**config.mk**
```make
export PLATFORM = sky130hd
export DESIGN_NAME = binary_to_bcd_converter_flat
export DESIGN_NICKNAME = d
export VERILOG_FILES = /design/src/rtl/binary_to_bcd_converter_pkg.sv /design/src/rtl/binary_to_bcd_converter_if.sv /design/src/rtl/binary_to_bcd_converter_bcd_digit_adjust.sv /design/src/rtl/binary_to_bcd_converter.sv /design/src/flat_wrapper.sv
export SDC_FILE = /design/constraint.sdc
export NUM_CORES = 1
export LEC_CHECK = 0
export CAP_MARGIN = 20
export CORE_MARGIN = 4
export CORE_UTILIZATION = 40
export CTS_BUF_LIST = sky130_fd_sc_hd__clkbuf_4
export DETAILED_ROUTE_END_ITERATION = 6
export GPL_ROUTABILITY_DRIVEN = 1
export GPL_TIMING_DRIVEN = 0
export PLACE_DENSITY = 0.74
export SYNTH_ARGS = -nofsm -noshare
export SYNTH_HDL_FRONTEND = slang
export SYNTH_SLANG_ARGS = --single-unit
```
**constraint.sdc**
```tcl
create_clock -name clock -period 4.2 [get_ports clock]
set_clock_uncertainty 0.1 [all_clocks]
set_input_delay 1.26 -clock clock [delete_from_list [all_inputs] [get_ports clock]]
set_output_delay 1.26 -clock clock [all_outputs]
set_load 0.05 [all_outputs]
```
**src/rtl/binary_to_bcd_converter_pkg.sv**
```systemverilog
`default_nettype none
// ============================================================================
// Module      : binary_to_bcd_converter_pkg
// Description : Shared definitions for the binary-to-BCD converter. Holds the
//               BCD digit width, the converter FSM state encoding and a
//               constant function returning 10^N-1 for a given N.
// Revision    : 1.0 - initial release
// ============================================================================
package binary_to_bcd_converter_pkg;

    // Bits per BCD digit (nybble).
    localparam int BCD_DIGIT_WIDTH = 4;

    // Converter FSM state encoding.
    typedef enum logic [1:0] {
        ST_IDLE  = 2'd0,
        ST_SHIFT = 2'd1,
        ST_DONE  = 2'd2
    } state_t;

    // Largest value representable in n BCD digits (10^n - 1). The result is
    // 64 bits wide, which is exact for n up to 19.
    function automatic logic [63:0] max_bcd_value(input int n);
        logic [63:0] power;
        power = 64'd1;
        for (int i = 0; i < n; i++) begin
            power = power * 64'd10;
        end
        return power - 64'd1;
    endfunction

endpackage
`default_nettype wire

```
**src/rtl/binary_to_bcd_converter_if.sv**
```systemverilog
`default_nettype none
// ============================================================================
// Module      : binary_to_bcd_converter_if
// Description : Request/result bundle of the binary-to-BCD converter.
//   start    - request a conversion (master -> slave)
//   binary   - unsigned operand (master -> slave)
//   busy     - converter is in SHIFT or DONE (slave -> master)
//   valid    - one-cycle pulse when bcd/overflow update (slave -> master)
//   bcd      - packed BCD result, digit 0 in bits [3:0] (slave -> master)
//   overflow - last operand exceeded 10^NUMBER_OF_NYBBLES-1 (slave -> master)
// Revision    : 1.0 - initial release
// ============================================================================
interface binary_to_bcd_converter_if
    import binary_to_bcd_converter_pkg::*;
#(
    parameter int BINARY_WIDTH      = 27,
    parameter int NUMBER_OF_NYBBLES = 8
);

    logic                                          start;
    logic [BINARY_WIDTH-1:0]                       binary;
    logic                                          busy;
    logic                                          valid;
    logic [NUMBER_OF_NYBBLES*BCD_DIGIT_WIDTH-1:0]  bcd;
    logic                                          overflow;

    modport master (
        output start,
        output binary,
        input  busy,
        input  valid,
        input  bcd,
        input  overflow
    );

    modport slave (
        input  start,
        input  binary,
        output busy,
        output valid,
        output bcd,
        output overflow
    );

endinterface
`default_nettype wire

```
**src/rtl/binary_to_bcd_converter_bcd_digit_adjust.sv**
```systemverilog
`default_nettype none
// ============================================================================
// Module      : bcd_digit_adjust
// Description : Double-dabble digit correction. Adds 3 to a BCD digit that is
//               5 or more, so the following left shift carries correctly
//               into the next decimal digit.
//   digit_in  - scratch digit before correction
//   digit_out - corrected digit
// Revision    : 1.0 - initial release
// ============================================================================
module bcd_digit_adjust
    import binary_to_bcd_converter_pkg::*;
(
    input  logic [BCD_DIGIT_WIDTH-1:0] digit_in,
    output logic [BCD_DIGIT_WIDTH-1:0] digit_out
);

    always_comb begin
        digit_out = digit_in;
        if (digit_in >= 4'd5) begin
            digit_out = digit_in + 4'd3;
        end
    end

endmodule
`default_nettype wire

```
**src/rtl/binary_to_bcd_converter.sv**
```systemverilog
`default_nettype none
// ============================================================================
// Module      : binary_to_bcd_converter
// Description : Sequential double-dabble binary-to-BCD converter. One operand
//               bit is consumed per clock; the result appears BINARY_WIDTH+1
//               cycles after the accepted start.
//   clock - rising-edge clock
//   reset - asynchronous, active-high reset
//   bus   - slave side of binary_to_bcd_converter_if
//           (start/binary in; busy/valid/bcd/overflow out)
// Configuration macro:
//   BCD_OVERFLOW_SATURATE_EN - when defined, an overflowed conversion loads
//                              bcd with all nines; otherwise bcd carries the
//                              operand modulo 10^NUMBER_OF_NYBBLES.
// Revision    : 1.0 - initial release
// ============================================================================
module binary_to_bcd_converter
    import binary_to_bcd_converter_pkg::*;
#(
    parameter int BINARY_WIDTH      = 27,
    parameter int NUMBER_OF_NYBBLES = 8
)(
    input  logic                        clock,
    input  logic                        reset,
    binary_to_bcd_converter_if.slave    bus
);

    localparam int BCD_WIDTH = NUMBER_OF_NYBBLES * BCD_DIGIT_WIDTH;
    localparam int CNT_WIDTH = $clog2(BINARY_WIDTH + 1);
    // Comparison width wide enough for both the operand and 10^N-1.
    localparam int CMP_WIDTH = (BINARY_WIDTH > 64) ? BINARY_WIDTH : 64;

    localparam logic [CMP_WIDTH-1:0] C_MAX_VALUE =
        CMP_WIDTH'(max_bcd_value(NUMBER_OF_NYBBLES));
    localparam logic [CNT_WIDTH-1:0] C_CNT_LOAD  = CNT_WIDTH'(BINARY_WIDTH);
    localparam logic [CNT_WIDTH-1:0] C_CNT_ONE   = CNT_WIDTH'(1);

    state_t                  r_state;
    logic [BINARY_WIDTH-1:0] r_shift;
    logic [BCD_WIDTH-1:0]    r_scratch;
    logic [CNT_WIDTH-1:0]    r_count;
    logic                    r_ovf_captured;
    logic [BCD_WIDTH-1:0]    r_bcd;
    logic                    r_overflow;
    logic                    r_valid;
    logic                    r_busy;

    logic [CMP_WIDTH-1:0]    w_operand_ext;
    logic                    w_operand_overflow;
    logic [BCD_WIDTH-1:0]    w_adjusted;
    logic [BCD_WIDTH-1:0]    w_scratch_next;
    logic [BCD_WIDTH-1:0]    w_result;

    // Overflow is decided on the raw operand at capture time.
    assign w_operand_ext      = CMP_WIDTH'(bus.binary);
    assign w_operand_overflow = (w_operand_ext > C_MAX_VALUE);

    generate
        for (genvar g = 0; g < NUMBER_OF_NYBBLES; g++) begin : g_adjust
            bcd_digit_adjust u_bcd_digit_adjust (
                .digit_in  (r_scratch [g*BCD_DIGIT_WIDTH +: BCD_DIGIT_WIDTH]),
                .digit_out (w_adjusted[g*BCD_DIGIT_WIDTH +: BCD_DIGIT_WIDTH])
            );
        end
    endgenerate

    // Shift the adjusted scratch left, pulling in the operand MSB. The bit
    // leaving the top nybble is a carry worth 10^N and is dropped, which
    // leaves the result equal to the operand modulo 10^N.
    assign w_scratch_next = {w_adjusted[BCD_WIDTH-2:0], r_shift[BINARY_WIDTH-1]};

`ifdef BCD_OVERFLOW_SATURATE_EN
    assign w_result = r_ovf_captured ? {NUMBER_OF_NYBBLES{4'h9}} : r_scratch;
`else
    assign w_result = r_scratch;
`endif

    always_ff @(posedge clock or posedge reset) begin
        if (reset) begin
            r_state        <= ST_IDLE;
            r_shift        <= '0;
            r_scratch      <= '0;
            r_count        <= '0;
            r_ovf_captured <= 1'b0;
            r_bcd          <= '0;
            r_overflow     <= 1'b0;
            r_valid        <= 1'b0;
            r_busy         <= 1'b0;
        end else begin
            r_valid <= 1'b0;
            case (r_state)
                ST_IDLE: begin
                    if (bus.start) begin
                        r_shift        <= bus.binary;
                        r_scratch      <= '0;
                        r_count        <= C_CNT_LOAD;
                        r_ovf_captured <= w_operand_overflow;
                        r_busy         <= 1'b1;
                        r_state        <= ST_SHIFT;
                    end
                end
                ST_SHIFT: begin
                    r_scratch <= w_scratch_next;
                    r_shift   <= {r_shift[BINARY_WIDTH-2:0], 1'b0};
                    r_count   <= r_count - C_CNT_ONE;
                    // Last operand bit is shifted on this edge.
                    if (r_count == C_CNT_ONE) begin
                        r_state <= ST_DONE;
                    end
                end
                ST_DONE: begin
                    r_bcd      <= w_result;
                    r_overflow <= r_ovf_captured;
                    r_valid    <= 1'b1;
                    r_busy     <= 1'b0;
                    r_state    <= ST_IDLE;
                end
                default: begin
                    r_busy  <= 1'b0;
                    r_state <= ST_IDLE;
                end
            endcase
        end
    end

    assign bus.busy     = r_busy;
    assign bus.valid    = r_valid;
    assign bus.bcd      = r_bcd;
    assign bus.overflow = r_overflow;

endmodule
`default_nettype wire
```
**src/flat_wrapper.sv**
```systemverilog
// flat-port wrapper written by rule: the top's interface ports become plain ports
module binary_to_bcd_converter_flat import binary_to_bcd_converter_pkg::*;
#(
    parameter int BINARY_WIDTH      = 27,
    parameter int NUMBER_OF_NYBBLES = 8
)
  (clock, reset, bus_start, bus_binary, bus_busy, bus_valid, bus_bcd, bus_overflow);
  binary_to_bcd_converter_if #(.BINARY_WIDTH(BINARY_WIDTH), .NUMBER_OF_NYBBLES(NUMBER_OF_NYBBLES)) bus_i ();
  input  logic clock;
  input  logic reset;
  input wire logic [$bits(bus_i.start)-1:0] bus_start;
  input wire logic [$bits(bus_i.binary)-1:0] bus_binary;
  output wire logic [$bits(bus_i.busy)-1:0] bus_busy;
  output wire logic [$bits(bus_i.valid)-1:0] bus_valid;
  output wire logic [$bits(bus_i.bcd)-1:0] bus_bcd;
  output wire logic [$bits(bus_i.overflow)-1:0] bus_overflow;
  assign bus_i.start = bus_start;
  assign bus_i.binary = bus_binary;
  assign bus_busy = bus_i.busy;
  assign bus_valid = bus_i.valid;
  assign bus_bcd = bus_i.bcd;
  assign bus_overflow = bus_i.overflow;
  binary_to_bcd_converter #(.BINARY_WIDTH(BINARY_WIDTH), .NUMBER_OF_NYBBLES(NUMBER_OF_NYBBLES)) u_core (.clock(clock), .reset(reset), .bus(bus_i));
endmodule
```
# Word level (Yosys, flattened, before mapping)
# Cells that the tools add are included.
[totals]
regBits = 102
input_bits = 30
elab_cells = 59
[op_classes]
n_addsub = 9
magnitude_cmp = 9
eq_ne = 5
mux = 20
bitwise = 1
reduce_logical = 6
[ops]
columns = ["op", "count"]
rows = [
  ["one-hot mux 32 bit (2 select lines)", 1],
  ["one-hot mux 27 bit (2 select lines)", 1],
  ["greater-or-equal comparator 4 x 3 -> 1 bit (second input constant)", 8],
  ["two-way mux 32 bit", 1],
  ["adder 4 x 2 -> 4 bit (second input constant)", 7],
  ["two-way mux 4 bit", 7],
  ["greater-than comparator 27 bit (second input constant)", 1],
  ["two-way mux 27 bit", 1],
  ["one-hot mux 5 bit (2 select lines)", 1],
  ["AND reduction 2 bit", 4],
  ["equality test 5 x 1 -> 1 bit (second input constant)", 1],
  ["two-way mux 5 bit", 1],
  ["subtractor 5 x 1 -> 5 bit (second input constant)", 1],
  ["two-way mux 2 bit", 2],
  ["one-hot mux 2 bit (2 select lines)", 1],
  ["adder 3 x 2 -> 3 bit (second input constant)", 1],
  ["two-way mux 3 bit", 1],
  ["equality test 2 x 1 -> 1 bit (second input constant)", 1],
  ["equality test 2 bit (second input constant)", 1],
  ["logical NOT 2 bit", 1],
  ["two-way mux 1 bit", 2],
  ["inequality test 2 x 1 -> 1 bit (second input constant)", 1],
  ["inequality test 2 bit (second input constant)", 1],
  ["one-hot mux 1 bit (2 select lines)", 1],
  ["other kinds (2)", 2],
]

# Logic depth before layout (Yosys ltp)
[depth]
depth_word = 3
mapped_depth = 6
ltp_nobuf = 6

# Modules after synthesis
# Synthesis repeated with hierarchy kept, for this count alone.
[hier_totals]
hier_cells = 504
hier_area_um2 = 4913.5
[by_module_without_submodules]
columns = ["mod", "instances", "cells_per_inst", "area_per_inst_um2", "seq_area_each_um2"]
rows = [
  ["binary_to_bcd_converter", 1, 376, 4102.7, 2552.4],
  ["bcd_digit_adjust", 8, 16, 101.3, 0.0],
]

# Least setup slack after synthesis
# Ideal clock, no wire load.
[synth_timing]
path_kind = "input to register"
startpoint = "input port bus_start"
endpoint = "register u_core.r_count[3]"
arrival_time_ns = 2.093
required_time_ns = 3.967
slack_ns = 1.874
cell_stages = 6
path_buffers = 2
cell_sequence = "buf_2 > nor2b_1 > buf_2 > and2b_1 > nor3_1 > a21oi_1"
[synth_via]
elab_chain_cells = 2
[synth_lines]
columns = ["item", "line", "source"]
rows = [
  ["from (decl)", "flat_wrapper.sv:11", "input wire logic [$bits(bus_i.start)-1:0] bus_start;"],
  ["inequality test 2 bit (no source line)", "-", ""],
  ["AND reduction 2 bit (no source line)", "-", ""],
  ["to (signal assigned)", "binary_to_bcd_converter.sv:105", "r_count <= r_count - C_CNT_ONE;"],
  ["to (decl)", "binary_to_bcd_converter.sv:41", "logic [CNT_WIDTH-1:0] r_count;"],
]
# No other way between the ends.
# A chain may end at the register's enable or synchronous reset.

# Worst setup path after layout
[layout_timing]
startpoint = "register u_core.r_overflow, in the netlist u_core.bus.overflow"
endpoint = "output port bus_overflow"
[layout_rtl]
columns = ["item", "line", "source"]
rows = [
  ["from (decl)", "binary_to_bcd_converter.sv:44", "logic r_overflow;"],
  ["from (signal assigned)", "binary_to_bcd_converter.sv:113", "r_overflow <= r_ovf_captured;"],
  ["to (decl)", "flat_wrapper.sv:16", "output wire logic [$bits(bus_i.overflow)-1:0] bus_overflow;"],
]
# No word-level cell between the ends.

==> out/metrics.csv <==
stage;metric;value;unit
outcome;outcome;finished, final reports clean;
drt;Remaining DRCs;0;
power;sequential power share;40.3;%
power;combinational cell fraction of total power;46.9;%
synth;most used flip-flop cell after synthesis;dfrtp_1;
setup_path;startpoint class of the critical path;flop;
floorplanning;io pins;65;
setup_path;Critical Path RT;2.84;ns
global_routing;largest net degree at the start of global routing;66;
synth;Post-Syn Nets;506;
floorplanning;die height;118;um
setup_path;Crit path largest cell delay;0.85;ns
clock_network;Root Driver;clkbuf_4;
synth;Post-synth EDFFs;0;
placed_design;DP Wirelength;8180;um
global_routing;vias in the first global route;3970;
power;Switch Pwr;1.67;mW
setup_path;Worst EP arrival;1.70;ns
setup_path;CP top delay family;buffers and inverters;
clock_network;clock buffer count from CTS;9;
power;clock group share of total power;12.9;%
setup_path;critical path cell sequence;clkdlybuf4s50_1;
power;Max IR drop VDD;0.256;mV
timing;Max-Slew Margin vs Limit;62.7;%
finish;Final #Nets;581;
timing;Slew @ Worst Pin;0.558;ns
placed_design;Final GP Congestion;0.888;
drt;DR vias;3792;
timing;final hold vios;0;
synth;Seq/Total Area, Yosys;52.5;%
drt;final antenna-violating net count;0;
drt;Via density;5.58;
drt;Initial DRT Pass Iterations;4;
finish;layout cells sized above 1;7.26;%
global_routing;GRT Resource Usage Total;16.8;%
floorplanning;Die Wd;118;um
clock_network;CTS Sinks;102;
setup_path;slowest CP cell;clkdlybuf4s50_1;
power;internal cell power;2.30;mW
timing;Final Cycle Share;72.8;%
synth;synthesized area;0.00486;mm2
clock_network;CTS tree;built;
setup_path;CP bufs+invs;1;
power;LEAKAGE;2.54;nW
run;Max-cap violations;0;
synth;Yosys top cell area share;52.5;%
synth;number of synthesis warnings;0;
floorplanning;die area;0.0140;mm2
floorplanning;Core ar.;0.0117;mm2
synth;top cells by area, synth;dfrtp_1 53%, ha_1 4.6%, o21ai_1 4.3%, a22oi_1 4.2%, mux2_1 3.9%;
clock_network;Post-CTS Setup Inserts;0;
finish;Antenna diodes;0;
clock_network;H-tree levels;3;
global_routing;global-route wire length before repair;19500;um
timing;fin. max-slew vios;0;
clock_network;clk slew on worst S/H paths;0.16;ns
timing;Final setup viols;0;
synth;Mean Syn Cell Area;10.6;um2
finish;Area Growth Syn to Fin;20.0;%
global_routing;initial antenna violation count;0;
setup_path;worst-path fanout max;2;
synth;asr flop ratio synth;100;%
drt;Routed WL per cell;16.6;um
power;total power;3.97;mW
floorplanning;Starting Density;41.7;%
synth;dominant cell by count in the synthesized netlist;dfrtp_1;
synth;cell taking the most area after synthesis;dfrtp_1;
synth;Post-synth top cells;102 x dfrtp_1, 42 x o21ai_1, 38 x a21oi_1;
synth;Seq cells post-synth;102;
timing;f_max;0.327;GHz
setup_path;flop2flop setup slack;2.34;ns
timing;RSZ-0062 raised after global routing;false;
clock_network;Max Root-Sink Buffers;2;
timing;minimum clock period;3.06;ns
placed_design;Placed Instances;665;
setup_path;CP endpoint kind;primary output;
finish;final std cells w/o fill;680;
power;switch share;42.1;%
synth;Netlist cell types;39;
synth;synthesized instance count;458;
drt;final wirelength;11300;um
clock_network;worst-skew pair later-pin latency;0.47;ns
power;pwr dens;681;mW/mm2
clock_network;CTS Hold Bufs;0;
min_path;hold crit path type;flop to flop;
placed_design;Buffers on Ports;63;
clock_network;Post-CTS Resized;0;
floorplanning;Rows;39;
setup_path;Worst Path Class, Setup;flop to primary output;
global_routing;grt total ovfl;0;
drt;initial DRC count;295;
==> stage by stage <==
| step | utilization (%) | setup TNS (ns) | setup slack [ns] | hold WS, ns | cell area [um2] |
|---|---|---|---|---|---|
| floorplan | - | 0 | 0.165 | 0.351 | 4860 |
| global placement | 48.6 | -135.19 | -1.33 | 0.366 | 5670 |
| detailed placement | 48.9 | 0 | 1.55 | 0.370 | 5700 |
| CTS | 50.0 | 0 | 1.11 | 0.402 | 5830 |
| global route | 50.0 | 0 | 1.07 | 0.423 | 5830 |
| finish | 50.0 | 0 | 1.14 | 0.395 | 5830 |
==> state kept, by name, summed over array words and instances (netlist names) <==
| signal | count |
|---|---|
| u_core.r_ovf_captured | 1 |
| u_core.bus.overflow | 1 |
| u_core.r_count | 5 |
| u_core.r_shift | 27 |
| u_core.bus.valid | 1 |
| u_core.bus.busy | 1 |
| u_core.r_scratch | 32 |
| u_core.r_state | 2 |
| u_core.bus.bcd | 32 |
==> cell families (layout without fill, tap and decap cells) <==
family	after synthesis	in the layout	share of synthesized area, %
compound gates	162	162	20.4
flops	102	102	52.5
simple gates	88	88	9.91
buf+inv	49	128	4.25
mux	26	26	5.92
fa+ha+maj	18	18	4.63
xor+xnor	13	13	2.34
==> final cells by class <==
type                            instances  area (um2)
Sequential cell                       102        2550
Multi-Input combinational cell        307        2100
Clock inverter                          5        58.8
Fill cell                            1096        5830
Buffer                                 28         128
Tap cell                              143         179
Inverter                               21        81.3
Clock buffer                           10        75.1
Timing Repair Buffer                   64         658
==> per-layer routing <==
| metal | track usage, % | part of all wire (%) | vias up | wire length [um] |
|---|---|---|---|---|
| li1 | - | - | 1798 | - |
| met1 | 22.1 | 45 | 1877 | 5130 |
| met2 | 28.2 | 48 | 102 | 5450 |
| met3 | 3.92 | 5.4 | 15 | 607 |
| met4 | 4.25 | 1.1 | 0 | 119 |
| met5 | 0 | 0 | - | 0 |
==> path summary, 6_finish.rpt <==
check / start / to / depth (start not counted)
worst max-delay path: u_core.bus.overflow / bus_overflow / 1
worst min-delay path: u_core.bus.bcd[16] / u_core.bus.bcd[16] / 2
worst max register to register: u_core.r_scratch[0] / u_core.r_scratch[2] / 6
worst min register to register: u_core.bus.bcd[16] / u_core.bus.bcd[16] / 2
max in group asynchronous: reset / u_core.bus.busy / 3
min in group asynchronous: reset / u_core.r_shift[12] / 2
==> power by group through the flow <==
stage | registers [mW] | logic [mW] | clock network, mW
floorplan | 1.78 | 1.16 | 0
global placement | 1.60 | 1.78 | 0
detailed placement | 1.62 | 1.87 | 0
CTS | 1.60 | 1.87 | 0.530
global route | 1.65 | 2.07 | 0.562
finish | 1.60 | 1.86 | 0.512
==> cell usage in the layout, fill, tap and decap left out, drive strengths merged, types with 8 or more instances in the layout <==
master,netlist,routed
a21oi,38,38
clkdlybuf4s50,0,63
nor2b,28,28
nand2,26,26
o21ai,59,59
mux2,22,22
o22ai,10,10
a32o,8,8
nand2b,11,11
dfrtp,102,102
buf,17,18
ha,18,18
a22oi,27,27
o31ai,9,9
inv,21,22
clkbuf,11,21
xnor2,8,8
(Power assumes the default switching activity.)
